<file path="src/rtl/mem_port_arbiter.sv">
// Arbitrates one 64-bit memory port between the loader (0), CPU data (1) and CPU fetch (2).
// Loader has absolute priority; CPU requesters alternate round-robin and are frozen by halt.
module mem_port_arbiter #(
  parameter int ADDR_W  = 64,
  parameter int MEM_LAT = 2
) (
  input  logic                   clk,
  input  logic                   reset,
  input  logic                   halt,
  input  logic [2:0]             req,
  input  logic [2:0]             we,
  input  logic [2:0][ADDR_W-1:0] addr,
  input  logic [2:0][63:0]       wdata,
  output logic [2:0]             gnt,
  output logic [2:0]             done,
  output logic [63:0]            rdata,
  output logic                   mem_en,
  output logic                   mem_we,
  output logic [ADDR_W-1:0]      mem_addr,
  output logic [63:0]            mem_wdata,
  input  logic [63:0]            mem_rdata
);

  localparam int CNT_W = (MEM_LAT > 1) ? $clog2(MEM_LAT) : 1;

  typedef enum logic [1:0] {S_IDLE, S_ACCESS, S_DONE} state_t;

  state_t           state, state_nxt;
  logic [1:0]       sel, sel_nxt;
  logic             sel_valid;
  logic             first;
  logic [CNT_W-1:0] count;
  logic             last_two;

  // last_two set means requester 2 was the most recent CPU-side winner.
  always_comb begin
    sel_valid = 1'b0;
    sel_nxt   = 2'd0;
    if (req[0]) begin
      sel_valid = 1'b1;
      sel_nxt   = 2'd0;
    end else if (!halt && req[1] && (!req[2] || last_two)) begin
      sel_valid = 1'b1;
      sel_nxt   = 2'd1;
    end else if (!halt && req[2]) begin
      sel_valid = 1'b1;
      sel_nxt   = 2'd2;
    end
  end

  always_ff @(posedge clk or negedge reset) begin
    if (!reset) state <= S_IDLE;
    else        state <= state_nxt;
  end

  always_comb begin
    state_nxt = state;
    case (state)
      S_IDLE:   if (sel_valid) state_nxt = S_ACCESS;
      S_ACCESS: if (count == '0) state_nxt = S_DONE;
      S_DONE:   state_nxt = S_IDLE;
      default:  state_nxt = S_IDLE;
    endcase
  end

  always_ff @(posedge clk or negedge reset) begin
    if (!reset) begin
      sel       <= 2'd0;
      first     <= 1'b0;
      count     <= '0;
      last_two  <= 1'b1;
      mem_we    <= 1'b0;
      mem_addr  <= '0;
      mem_wdata <= '0;
      rdata     <= '0;
    end else begin
      first <= 1'b0;
      if (state == S_IDLE && sel_valid) begin
        sel       <= sel_nxt;
        first     <= 1'b1;
        count     <= CNT_W'(MEM_LAT - 1);
        mem_we    <= we[sel_nxt];
        mem_addr  <= addr[sel_nxt];
        mem_wdata <= wdata[sel_nxt];
      end
      if (state == S_ACCESS) begin
        if (count != '0)  count <= count - 1'b1;
        else if (!mem_we) rdata <= mem_rdata;
      end
      if (state == S_DONE && sel != 2'd0) last_two <= sel[1];
    end
  end

  always_comb begin
    gnt    = '0;
    done   = '0;
    mem_en = 1'b0;
    case (state)
      S_ACCESS: begin
        mem_en = 1'b1;
        if (first) gnt[sel] = 1'b1;
      end
      S_DONE:   done[sel] = 1'b1;
      default:  ;
    endcase
  end

endmodule

</file>
<file path="config.mk">
export PLATFORM = sky130hd
export DESIGN_NAME = mem_port_arbiter
export DESIGN_NICKNAME = d
export VERILOG_FILES = /design/src/rtl/mem_port_arbiter.sv
export SDC_FILE = /design/constraint.sdc
export NUM_CORES = 1
export LEC_CHECK = 0
export ABC_AREA = 1
export BUFFER_PORTS_ARGS = -buffer_cell sky130_fd_sc_hd__buf_2
export CAP_MARGIN = 20
export CORE_AREA = 2 2 257 259
export CTS_BUF_LIST = sky130_fd_sc_hd__clkbuf_4 sky130_fd_sc_hd__clkbuf_8
export DETAILED_ROUTE_END_ITERATION = 8
export DIE_AREA = 0 0 259 261
export GPL_TIMING_DRIVEN = 0
export RECOVER_POWER = 50
export SKIP_CTS_REPAIR_TIMING = 1
export SLEW_MARGIN = 20
export SYNTH_ARGS = -nofsm -noshare
export SYNTH_HDL_FRONTEND = slang
export SYNTH_SLANG_ARGS = --single-unit
</file>
<file path="constraint.sdc">
create_clock -name clk -period 1.6 [get_ports clk]
set_input_delay 0.08 -clock clk [delete_from_list [all_inputs] [get_ports clk]]
set_output_delay 0.08 -clock clk [all_outputs]
set_load 0.01 [all_outputs]
</file>
Yosys cells after proc, flatten, opt, wreduce, memory -nomap -nowiden --
Cells that the tools add are included.
Word-level totals: flip-flop bits (word level) 200, output and inout port bits 200, word-level logic and storage cells 57
Cells by class: $add $sub $neg 1, order comparisons 3, equality and inequality tests 4, mux-type cells 25, bitwise operators 2, reductions and logical operators 13
Operators by type and width (number):
- $bmux 64 s2 | 2
- $mux 64 | 2
- $mux 1 | 10
- $mux 2 | 5
- $mux 3 | 3
- $logic_and 1x1->1 | 6
- $lt 2x3->1 const B | 2
- $ne 2x2->1 const B | 2
- $pmux 2 s2 | 1
- $reduce_and 3->1 | 1
- $bmux 1 s2 | 1
- $demux 1 s2 | 1
- $eq 2x1->1 const B | 1
- $eq 2x2->1 const B | 1
- $ge 2x1->1 const B | 1
- $logic_not 1->1 | 2
- $logic_not 2->1 | 1
- $not 1->1 | 2
- $reduce_and 2->1 | 1
- $reduce_bool 2->1 | 1
- $logic_or 1x1->1 | 1
- $sub 1x1->1 const B | 1

Logic depth before layout (Yosys ltp) --
Gate-level depths: netlist (run 1).
word-level depth 9, gate-level depth with buffers 10, gate-level depth less buffers 8

Worst setup path after synthesis (run 1) --
OpenSTA, ideal clock, no wires.
path kind register -> register, start point register last_two, end point register mem_addr[53], library setup time 0.066 ns, arrival time 1.400 ns, data required time 1.534 ns, setup slack 0.134 ns, cell stages (with the launch flop) 9, buffers on the path 2, cell sequence dfstp_2 > inv_1 > nand2_1 > buf_2 > buf_1 > nand4_1 > nand3_1 > nand2_1 > nand2_1
Between the ends: word-level cells in the longest chain between the ends 6, elaborated cells between the ends (all ways) 9
Ends and longest elaborated chain:
- start: declaration | RTL line 33 | logic last_two;
- start signal: assignment | RTL line 90 | if (state == S_DONE && sel != 2'd0) last_two <= sel[1];
- $logic_or 1x1->1 (*) | RTL line 42 | end else if (!halt && req[1] && (!req[2] || last_two)) begin
- $logic_and 1x1->1 (*) | RTL line 42
- $mux 2 | RTL line 42
- $mux 2 | RTL line 39 | if (req[0]) begin
- $bmux 64 s2 | RTL line 83 | mem_addr <= addr[sel_nxt];
- $mux 64 (implied by the code) | RTL line 83
- end signal: assignment | RTL line 83
- end: declaration | RTL line 19 | output logic [ADDR_W-1:0] mem_addr,
Every way passes the cells marked *; elsewhere a longest branch is shown, timed or not. The select of a mux whose other input is x is not followed. A chain may end at the register's enable or synchronous reset.

Worst setup path after layout (run 1) --
start point register last_two, end point register mem_addr[39]
The elaborated chain is that of the path after synthesis.

==> impl_metrics.json, run 1 <==
{
  "die_h_um": 261,
  "grt_pass1_vias": 12200,
  "viasPerCell": 4.41,
  "clock_sinks": 200,
  "drc_errors": 0,
  "nFillCells": 6666,
  "seq_area_frac_synth": 0.463,
  "violations": "setup timing",
  "ys_seq_elements": 200,
  "synth_top_area_share": 0.460,
  "synth_area_leaders": "dfrtp_1 (46%), nand2_1 (18%), nor2_1 (9.3%), nand4_1 (7.5%), mux2_2 (6.7%)",
  "setup_viol": 259,
  "root_buffer": "clkbuf_8",
  "clk_latency_ns": 0.56,
  "place_congestion": 0.929,
  "status": "complete, but fails checks",
  "first_pass_iters": 6,
  "min_path_type": "input pin to register",
  "syn_area_um2": 10800,
  "antenna_found_initial": 2,
  "grt_pass1_wl_mm": 77.9,
  "crit_path_max_fanout": 10,
  "layout-drive-gt1-share": 0.333,
  "die_w_um": 259,
  "cp-end-kind": "register",
  "io_buffers": 656,
  "totalPowerFinal_mw": 27.4,
  "required_ns": 2.09,
  "post-route-period-util": 1.24,
  "dpl.hpwl_mm": 44.4,
  "hold_viol": 0,
  "report.final.slew_viol_count": 0,
  "ir_drop_mv": 0.540,
  "num_io_pins": 657,
  "drv_cap": 0,
  "crit_type": "register to register",
  "fin_util": 0.316,
  "powerDensity_nw_per_um2": 1330,
  "setup_ws_ns": -0.390,
  "maxSlewHeadroom": 0.397,
  "r2r_end": "mem_addr[39]",
  "p_leak_nw": 10.7,
  "finalClockSkew_ns": 0.0254,
  "cts_tree": "yes",
  "coreArea_um2": 65000,
  "max_freq_ghz": 0.503,
  "clkTransAtPathRegs_ns": 0.12,
  "rsz0062_at_grt": "yes",
  "cts_max_level": 4,
  "fin_nets": 3040,
  "netlist_instances": 1460,
  "wire_per_inst_um": 18.5,
  "yosysWarningCount": 0,
  "rrSetupSlack_ns": -0.39,
  "min_period_ns": 1.99,
  "drtIter0Drc": 1376,
  "grt_usage": 0.159,
  "pre_cts_ws_ns": -1.41,
  "synth_cell_types": 18,
  "dieArea_um2": 67600,
  "num_rows": 94,
  "clockBufferDepth": 2,
  "ant_nets": 0,
  "crit_path_start": "last_two",
  "tightest_slew_ns": 0.905,
  "whs_ns": 0.0302,
  "startpoint_type": "register",
  "synth_area_per_cell_um2": 7.41,
  "synth_fp_nets": 1917,
  "grt_start_max_net_pins": 90,
  "vias": 15300,
  "regToRegStartpoint": "last_two",
  "worstRegToRegCells": 8,
  "grt_overflow_total": 0,
  "start_util": 0.166,
  "wl_mm": 64.2,
  "cp.arrival_ns": 2.48,
  "yosysTopAreaCell": "dfrtp_1",
  "syn2layout_area_growth_pct": 89.9,
  "crit_end": "mem_addr[39]",
  "cts_buffers": 17
}
[cell usage after synthesis]
cell	instances
a21oi_1	1
buf_1	10
buf_2	64
buf_4	3
clkbuf_1	42
dfrtp_1	199
dfstp_2	1
inv_1	12
mux2_2	64
nand2_1	525
nand2_2	2
nand3_1	130
nand3_2	1
nand4_1	129
nor2_1	269
nor2_2	2
nor3_1	2
o21ai_0	4
[cell type report]
type	count	area, um2	share of cell area
clock buffer	17	234	0.0114
antenna	2	5.00	0.000244
sequential	200	5010	0.244
buffer	119	846	0.0412
inverter	12	45.0	0.00219
multi-input combinational	1129	5340	0.260
clock inverter	15	219	0.0107
tap	864	1080	0.0526
timing repair buffer	1104	7760	0.378
[metal layers]
| layer | share of wire | GRT usage | wire (um) | vias to the layer above |
|---|---|---|---|---|
| met5 | 0 | 0 | 0 | - |
| met4 | 0.066 | 0.0907 | 4230 | 0 |
| met2 | 0.47 | 0.255 | 30000 | 1038 |
| li1 | - | - | - | 7019 |
| met3 | 0.087 | 0.0504 | 5560 | 281 |
| met1 | 0.38 | 0.187 | 24500 | 6924 |
[flip-flops by register name (all words and copies together) (netlist names)]
| name | count |
|---|---|
| count | 1 |
| first | 1 |
| last_two | 1 |
| mem_addr | 64 |
| mem_wdata | 64 |
| mem_we | 1 |
| rdata | 64 |
| sel | 2 |
| state | 2 |
[worst min-delay path by stage]
| stage | from | end | slack (ns) | depth (start not counted) |
|---|---|---|---|---|
| after detailed placement | reset | rdata[27] | -0.05 | 1 |
| after floorplan | reset | count | -0.22 | 0 |
| final | addr[75] | mem_addr[11] | 0.03 | 5 |
| after global routing | addr[113] | mem_addr[49] | 0.01 | 5 |
| after global placement | mem_rdata[29] | rdata[29] | 0.31 | 2 |
| after CTS | reset | rdata[27] | -0.75 | 1 |
[kinds of logic after synthesis]
| kind of cell | after synthesis | share of synthesized area |
|---|---|---|
| AO/OA/AOI/OAI | 5 | 0.00231 |
| buffers and inverters | 131 | 0.0539 |
| flip-flops | 200 | 0.463 |
| multiplexers | 64 | 0.0666 |
| AND/OR/NAND/NOR | 1060 | 0.414 |
[report_power, final]
group	switching (mW)	leakage (nW)	total (mW)	internal, mW
logic	8.48	8.04	14.5	6.05
clock network	2.38	0.220	3.77	1.38
registers	1.48	2.42	9.08	7.60
[cells in the final DEF (no fill, tap or decap), types with 6 or more instances in the layout]
cell,count
buf_2,681
nand2_1,524
dlygate4sd3_1,443
nor2_1,267
dfrtp_1,199
nand4_1,129
nand3_1,119
mux2_2,64
clkbuf_1,26
clkbuf_8,18
buf_6,17
buf_4,17
inv_1,12
clkbuf_4,11
clkbuf_2,10
buf_1,7
nand3_2,7
clkinv_8,6
[through the flow]
stage / setup TNS (ns) / instance area [um2] / std cells
finish: -48.11 / 20500 / 3462
global route: -77.34 / 20500 / 3462
global placement: -751.03 / 15200 / 2980
detailed placement: -113.81 / 15200 / 2982
CTS: -116.77 / 15700 / 3014
floorplan: 0 / 10800 / 1460
[critical path: stages, from the launching register on]
cell and delay, ns:
dfstp_2 0.54, inv_1 0.12, nand2_4 0.12, buf_6 0.25, buf_2 0.29, nand4_1 0.22, nand3_1 0.16, nand2_1 0.13
nand2_1 0.08
(Power assumes the default switching activity.)
==> run 2: changes to the inputs <==
--- a/config.mk
+++ b/config.mk
@@ -8,10 +8,10 @@
 export ABC_AREA = 1
 export BUFFER_PORTS_ARGS = -buffer_cell sky130_fd_sc_hd__buf_2
 export CAP_MARGIN = 20
-export CORE_AREA = 2 2 257 259
-export CTS_BUF_LIST = sky130_fd_sc_hd__clkbuf_4 sky130_fd_sc_hd__clkbuf_8
+export CORE_AREA = 2 2 252 254
+export CTS_BUF_LIST = sky130_fd_sc_hd__clkbuf_4 sky130_fd_sc_hd__clkbuf_8 sky130_fd_sc_hd__clkbuf_16
 export DETAILED_ROUTE_END_ITERATION = 8
-export DIE_AREA = 0 0 259 261
+export DIE_AREA = 0 0 254 256
 export GPL_TIMING_DRIVEN = 0
 export RECOVER_POWER = 50
 export SKIP_CTS_REPAIR_TIMING = 1
==> impl_metrics.json, run 2 (synthesis results as in run 1) <==
{
  "fin_nets": 2982,
  "drv_cap": 0,
  "min_period_ns": 1.81,
  "hold_viol": 4,
  "powerDensity_nw_per_um2": 1370,
  "most-common-layout-cells": "buf_2 (658), nand2_1 (513), dlygate4sd3_1 (375), nor2_1 (262), dfrtp_1 (199)",
  "wl_mm": 64.9,
  "finalSetupTns_ns": -13.23,
  "clockBufferDepth": 2,
  "drc_errors": 2,
  "grt_overflow_total": 0,
  "viasPerCell": 4.41,
  "num_rows": 92,
  "cp-end-kind": "register",
  "grt_start_max_net_pins": 91,
  "antenna_found_initial": 12,
  "grt_pass1_vias": 12400,
  "cts_buffers": 17,
  "crit_type": "register to register",
  "violations": "DRC, hold timing, setup timing",
  "dpl.hpwl_mm": 44.8,
  "dieArea_um2": 65000,
  "wire_per_inst_um": 19.2,
  "coreArea_um2": 62400,
  "maxSlewHeadroom": 0.473,
  "die_w_um": 254,
  "pre_cts_ws_ns": -1.29,
  "cts_tree": "yes",
  "post-route-cell-area_um2": 20500,
  "tightest_slew_ns": 0.790,
  "status": "complete, but fails checks",
  "post-route-period-util": 1.13,
  "reg_top3": "mem_addr x64, mem_wdata x64, rdata x64",
  "p_leak_nw": 10.7,
  "placed_area_um2": 15200,
  "clock_sinks": 200,
  "vias": 14900,
  "max_freq_ghz": 0.552,
  "grt_pass1_wl_mm": 78.7,
  "grt_usage": 0.167,
  "start_util": 0.173,
  "cts_max_level": 4,
  "first_pass_iters": 9,
  "report.final.slew_viol_count": 0,
  "place_congestion": 0.917,
  "root_buffer": "clkbuf_16",
  "die_h_um": 256,
  "nFillCells": 6469,
  "rsz0062_at_grt": "yes",
  "num_io_pins": 657,
  "ir_drop_mv": 0.671,
  "min_path_type": "input pin to register",
  "finalClockSkew_ns": 0.0193,
  "clkTransAtPathRegs_ns": 0.08,
  "ant_nets": 0,
  "whs_ns": -0.0208,
  "clk_latency_ns": 0.49,
  "syn2layout_area_growth_pct": 89.5,
  "setup_viol": 133,
  "layout-drive-gt1-share": 0.351,
  "crit_path_max_fanout": 10,
  "drtIter0Drc": 1113,
  "cp.arrival_ns": 2.18,
  "required_ns": 1.97,
  "setup_ws_ns": -0.211,
  "io_buffers": 656,
  "startpoint_type": "register",
  "final_common_cell": "buf_2"
}
[run 2: worst paths after layout]
path,start,end,slack [ns],cells past startpoint
setup reg to reg,last_two,mem_addr[45],-0.21,9
hold reg to reg,mem_addr[12],mem_addr[12],0.48,2
max in group asynchronous,reset,mem_addr[41],0.07,3
min in group asynchronous,reset,rdata[6],0.21,2
setup / recovery,last_two,mem_addr[45],-0.21,9
hold / removal,addr[5],mem_addr[5],-0.02,5
[run 2: metal layers]
layer  track usage  wire, um  vias to the layer above
li1              -         -                     6906
met1         0.195     25000                     6819
met2         0.284     30400                      934
met3        0.0516      5160                      274
met4        0.0680      4300                       12
met5             0        83                        -
[run 2: worst max-delay path, cell delays in order (launching register included)]
cell and delay, ns:
dfstp_2 0.55, inv_4 0.06, nand2_8 0.09, nand2_4 0.06
nand3_4 0.19, clkbuf_16 0.28, buf_8 0.16, nand3_2 0.14
nand2_1 0.11, nand2_1 0.05
[run 2: stage by stage]
step                      power (mW)   util  std cells
after floorplan                 15.8      -       1460
after global placement          22.0  0.243       2962
after detailed placement        22.2  0.244       2964
after CTS                       26.9  0.254       2996
after global routing            30.1  0.328       3386
final                           28.2  0.329       3388
[run 2: report_power, final]
part           leakage [nW]  internal (mW)  total [mW]  switching [mW]
clock                 0.292           2.15        4.55            2.40
combinational          7.97           6.00        14.5            8.51
sequential             2.42           7.62        9.09            1.47
[run 2: final cells by class]
type / instances / area (um2) / area share
clock buffers: 18 / 439 / 0.0214
plain buffers: 117 / 931 / 0.0454
clock inverters: 14 / 166 / 0.00812
repair buffers: 1048 / 7340 / 0.358
multi-input cells: 1129 / 5500 / 0.268
diodes: 4 / 10.0 / 0.000488
inverters: 12 / 47.5 / 0.00232
flip-flops and latches: 200 / 5010 / 0.244
well taps: 846 / 1060 / 0.0516
==> run 3: changes to the inputs <==
--- a/config.mk
+++ b/config.mk
@@ -14,6 +14,7 @@
 export DIE_AREA = 0 0 254 256
 export GPL_TIMING_DRIVEN = 0
 export RECOVER_POWER = 50
+export REMOVE_ABC_BUFFERS = 1
 export SKIP_CTS_REPAIR_TIMING = 1
 export SLEW_MARGIN = 20
 export SYNTH_ARGS = -nofsm -noshare
==> impl_metrics.json, run 3 (synthesis results as in run 1) <==
{
  "min_period_ns": 1.81,
  "post-route-period-util": 1.13,
  "ant_nets": 0,
  "grt_overflow_total": 0,
  "wire_per_inst_um": 20.5,
  "num_io_pins": 657,
  "crit_path_max_fanout": 7,
  "grt_start_max_net_pins": 121,
  "clk_latency_ns": 0.49,
  "drv_cap": 0,
  "reg_top3": "mem_addr x64, mem_wdata x64, rdata x64",
  "place_inst": 2862,
  "grt_pass1_vias": 11500,
  "drc_errors": 0,
  "whs_ns": -0.0290,
  "rrSetupSlack_ns": -0.21,
  "report.final.slew_viol_count": 0,
  "final_common_cell": "buf_2",
  "clock_sinks": 200,
  "required_ns": 1.97,
  "coreArea_um2": 62400,
  "finalSetupTns_ns": -18.56,
  "wl_mm": 68.6,
  "worstRegToRegCells": 11,
  "setup_ws_ns": -0.212,
  "io_buffers": 656,
  "cts_tree": "yes",
  "cp-end-kind": "register",
  "hold_viol": 9,
  "hold-path-cell-count": 5,
  "hold_start": "wdata[85]",
  "rsz0062_at_grt": "yes",
  "antenna_found_initial": 6,
  "powerDensity_nw_per_um2": 1400,
  "grt_pass1_wl_mm": 67.3,
  "violations": "hold timing, setup timing",
  "die_w_um": 254,
  "setup_viol": 168,
  "ir_drop_mv": 0.595,
  "num_rows": 92,
  "dieArea_um2": 65000,
  "startpoint_type": "register",
  "maxSlewHeadroom": 0.333,
  "vias": 15600,
  "final_cell_count_no_fill": 3350,
  "finalClockSkew_ns": 0.0187,
  "syn2layout_area_growth_pct": 94.5,
  "clkTransAtPathRegs_ns": 0.08,
  "drtIter0Drc": 1561,
  "max_freq_ghz": 0.552,
  "p_leak_nw": 10.9,
  "hold_end": "mem_wdata[21]",
  "regToRegStartpoint": "last_two",
  "dpl.hpwl_mm": 34.9,
  "fin_util": 0.337,
  "layout-drive-gt1-share": 0.370,
  "cts_buffers": 17,
  "grt_usage": 0.136,
  "most-common-layout-cells": "buf_2 (655), nand2_1 (493), dlygate4sd3_1 (374), nor2_1 (258), dfrtp_1 (197)",
  "crit_type": "register to register",
  "place_congestion": 0.806,
  "tightest_slew_ns": 1.00,
  "first_pass_iters": 6,
  "cp.arrival_ns": 2.18,
  "min_path_type": "input pin to register",
  "cts_max_level": 4,
  "viasPerCell": 4.66,
  "die_h_um": 256,
  "clockBufferDepth": 2,
  "r2r_end": "mem_addr[49]",
  "root_buffer": "clkbuf_16",
  "start_util": 0.173,
  "status": "complete, but fails checks",
  "fin_nets": 2947
}
[run 3: cell count changes in the layout (fill, tap and decap cells not counted), moves of 4 or more]
cell	change
clkbuf_1	-37
nand2_1	-20
nand2_2	+18
clkbuf_16	+17
buf_16	+12
clkbuf_4	-11
clkbuf_2	-10
buf_8	-8
buf_1	-7
buf_4	+6
nor2_1	-4
[run 3: through the flow]
stage,area [um2],power (mW),setup slack (ns)
final,21000,29.4,-0.212
after global routing,21000,31.3,-0.309
after CTS,15800,26.1,-1.18
after detailed placement,15200,21.3,-1.17
after global placement,14600,16.9,-13.15
after floorplan,10300,15.0,-4.97
[run 3: cell type report]
type	instances	area, um2
Clock buffer	17	425
Tap cell	846	1060
Inverter	12	52.6
Timing Repair Buffer	1124	8660
Clock inverter	14	184
Antenna cell	2	5.00
Fill cell	6289	41400
Multi-Input combinational cell	1135	5640
Sequential cell	200	5010
[run 3: worst max path at each step]
stage | slack, ns | endpoint | from | cells past startpoint
2_1_floorplan | -4.97 | mem_addr[0] | req[1] | 7
3_3_place_gp | -13.15 | mem_addr[5] | halt | 7
3_5_place_dp | -1.17 | mem_addr[47] | last_two | 9
4_1_cts | -1.18 | mem_wdata[5] | last_two | 9
5_1_grt | -0.31 | mem_wdata[50] | last_two | 10
6_report | -0.21 | mem_addr[49] | last_two | 11
[run 3: critical path, stage by stage, from the launching register on]
cell	delay [ns]
dfstp_2	0.53
inv_2	0.06
nand2_8	0.09
buf_12	0.14
nand3_4	0.11
buf_6	0.15
buf_12	0.12
clkbuf_16	0.18
nand2_2	0.07
nand3_2	0.10
nand2_1	0.09
nand2_1	0.05
[run 3: report_power, final]
group,total [mW],internal (mW),leakage [nW],switching (mW)
logic,15.7,6.70,8.21,8.97
clock network,4.66,2.37,0.294,2.29
registers,9.10,7.63,2.41,1.47
total,29.4,16.7,10.9,12.7
[run 3: metal layers]
| layer | part of all wire | vias up | track usage |
|---|---|---|---|
| met5 | 0.00019 | - | 0 |
| met3 | 0.11 | 332 | 0.0355 |
| met2 | 0.45 | 1317 | 0.229 |
| met4 | 0.058 | 2 | 0.0510 |
| li1 | - | 6846 | - |
| met1 | 0.38 | 7126 | 0.167 |
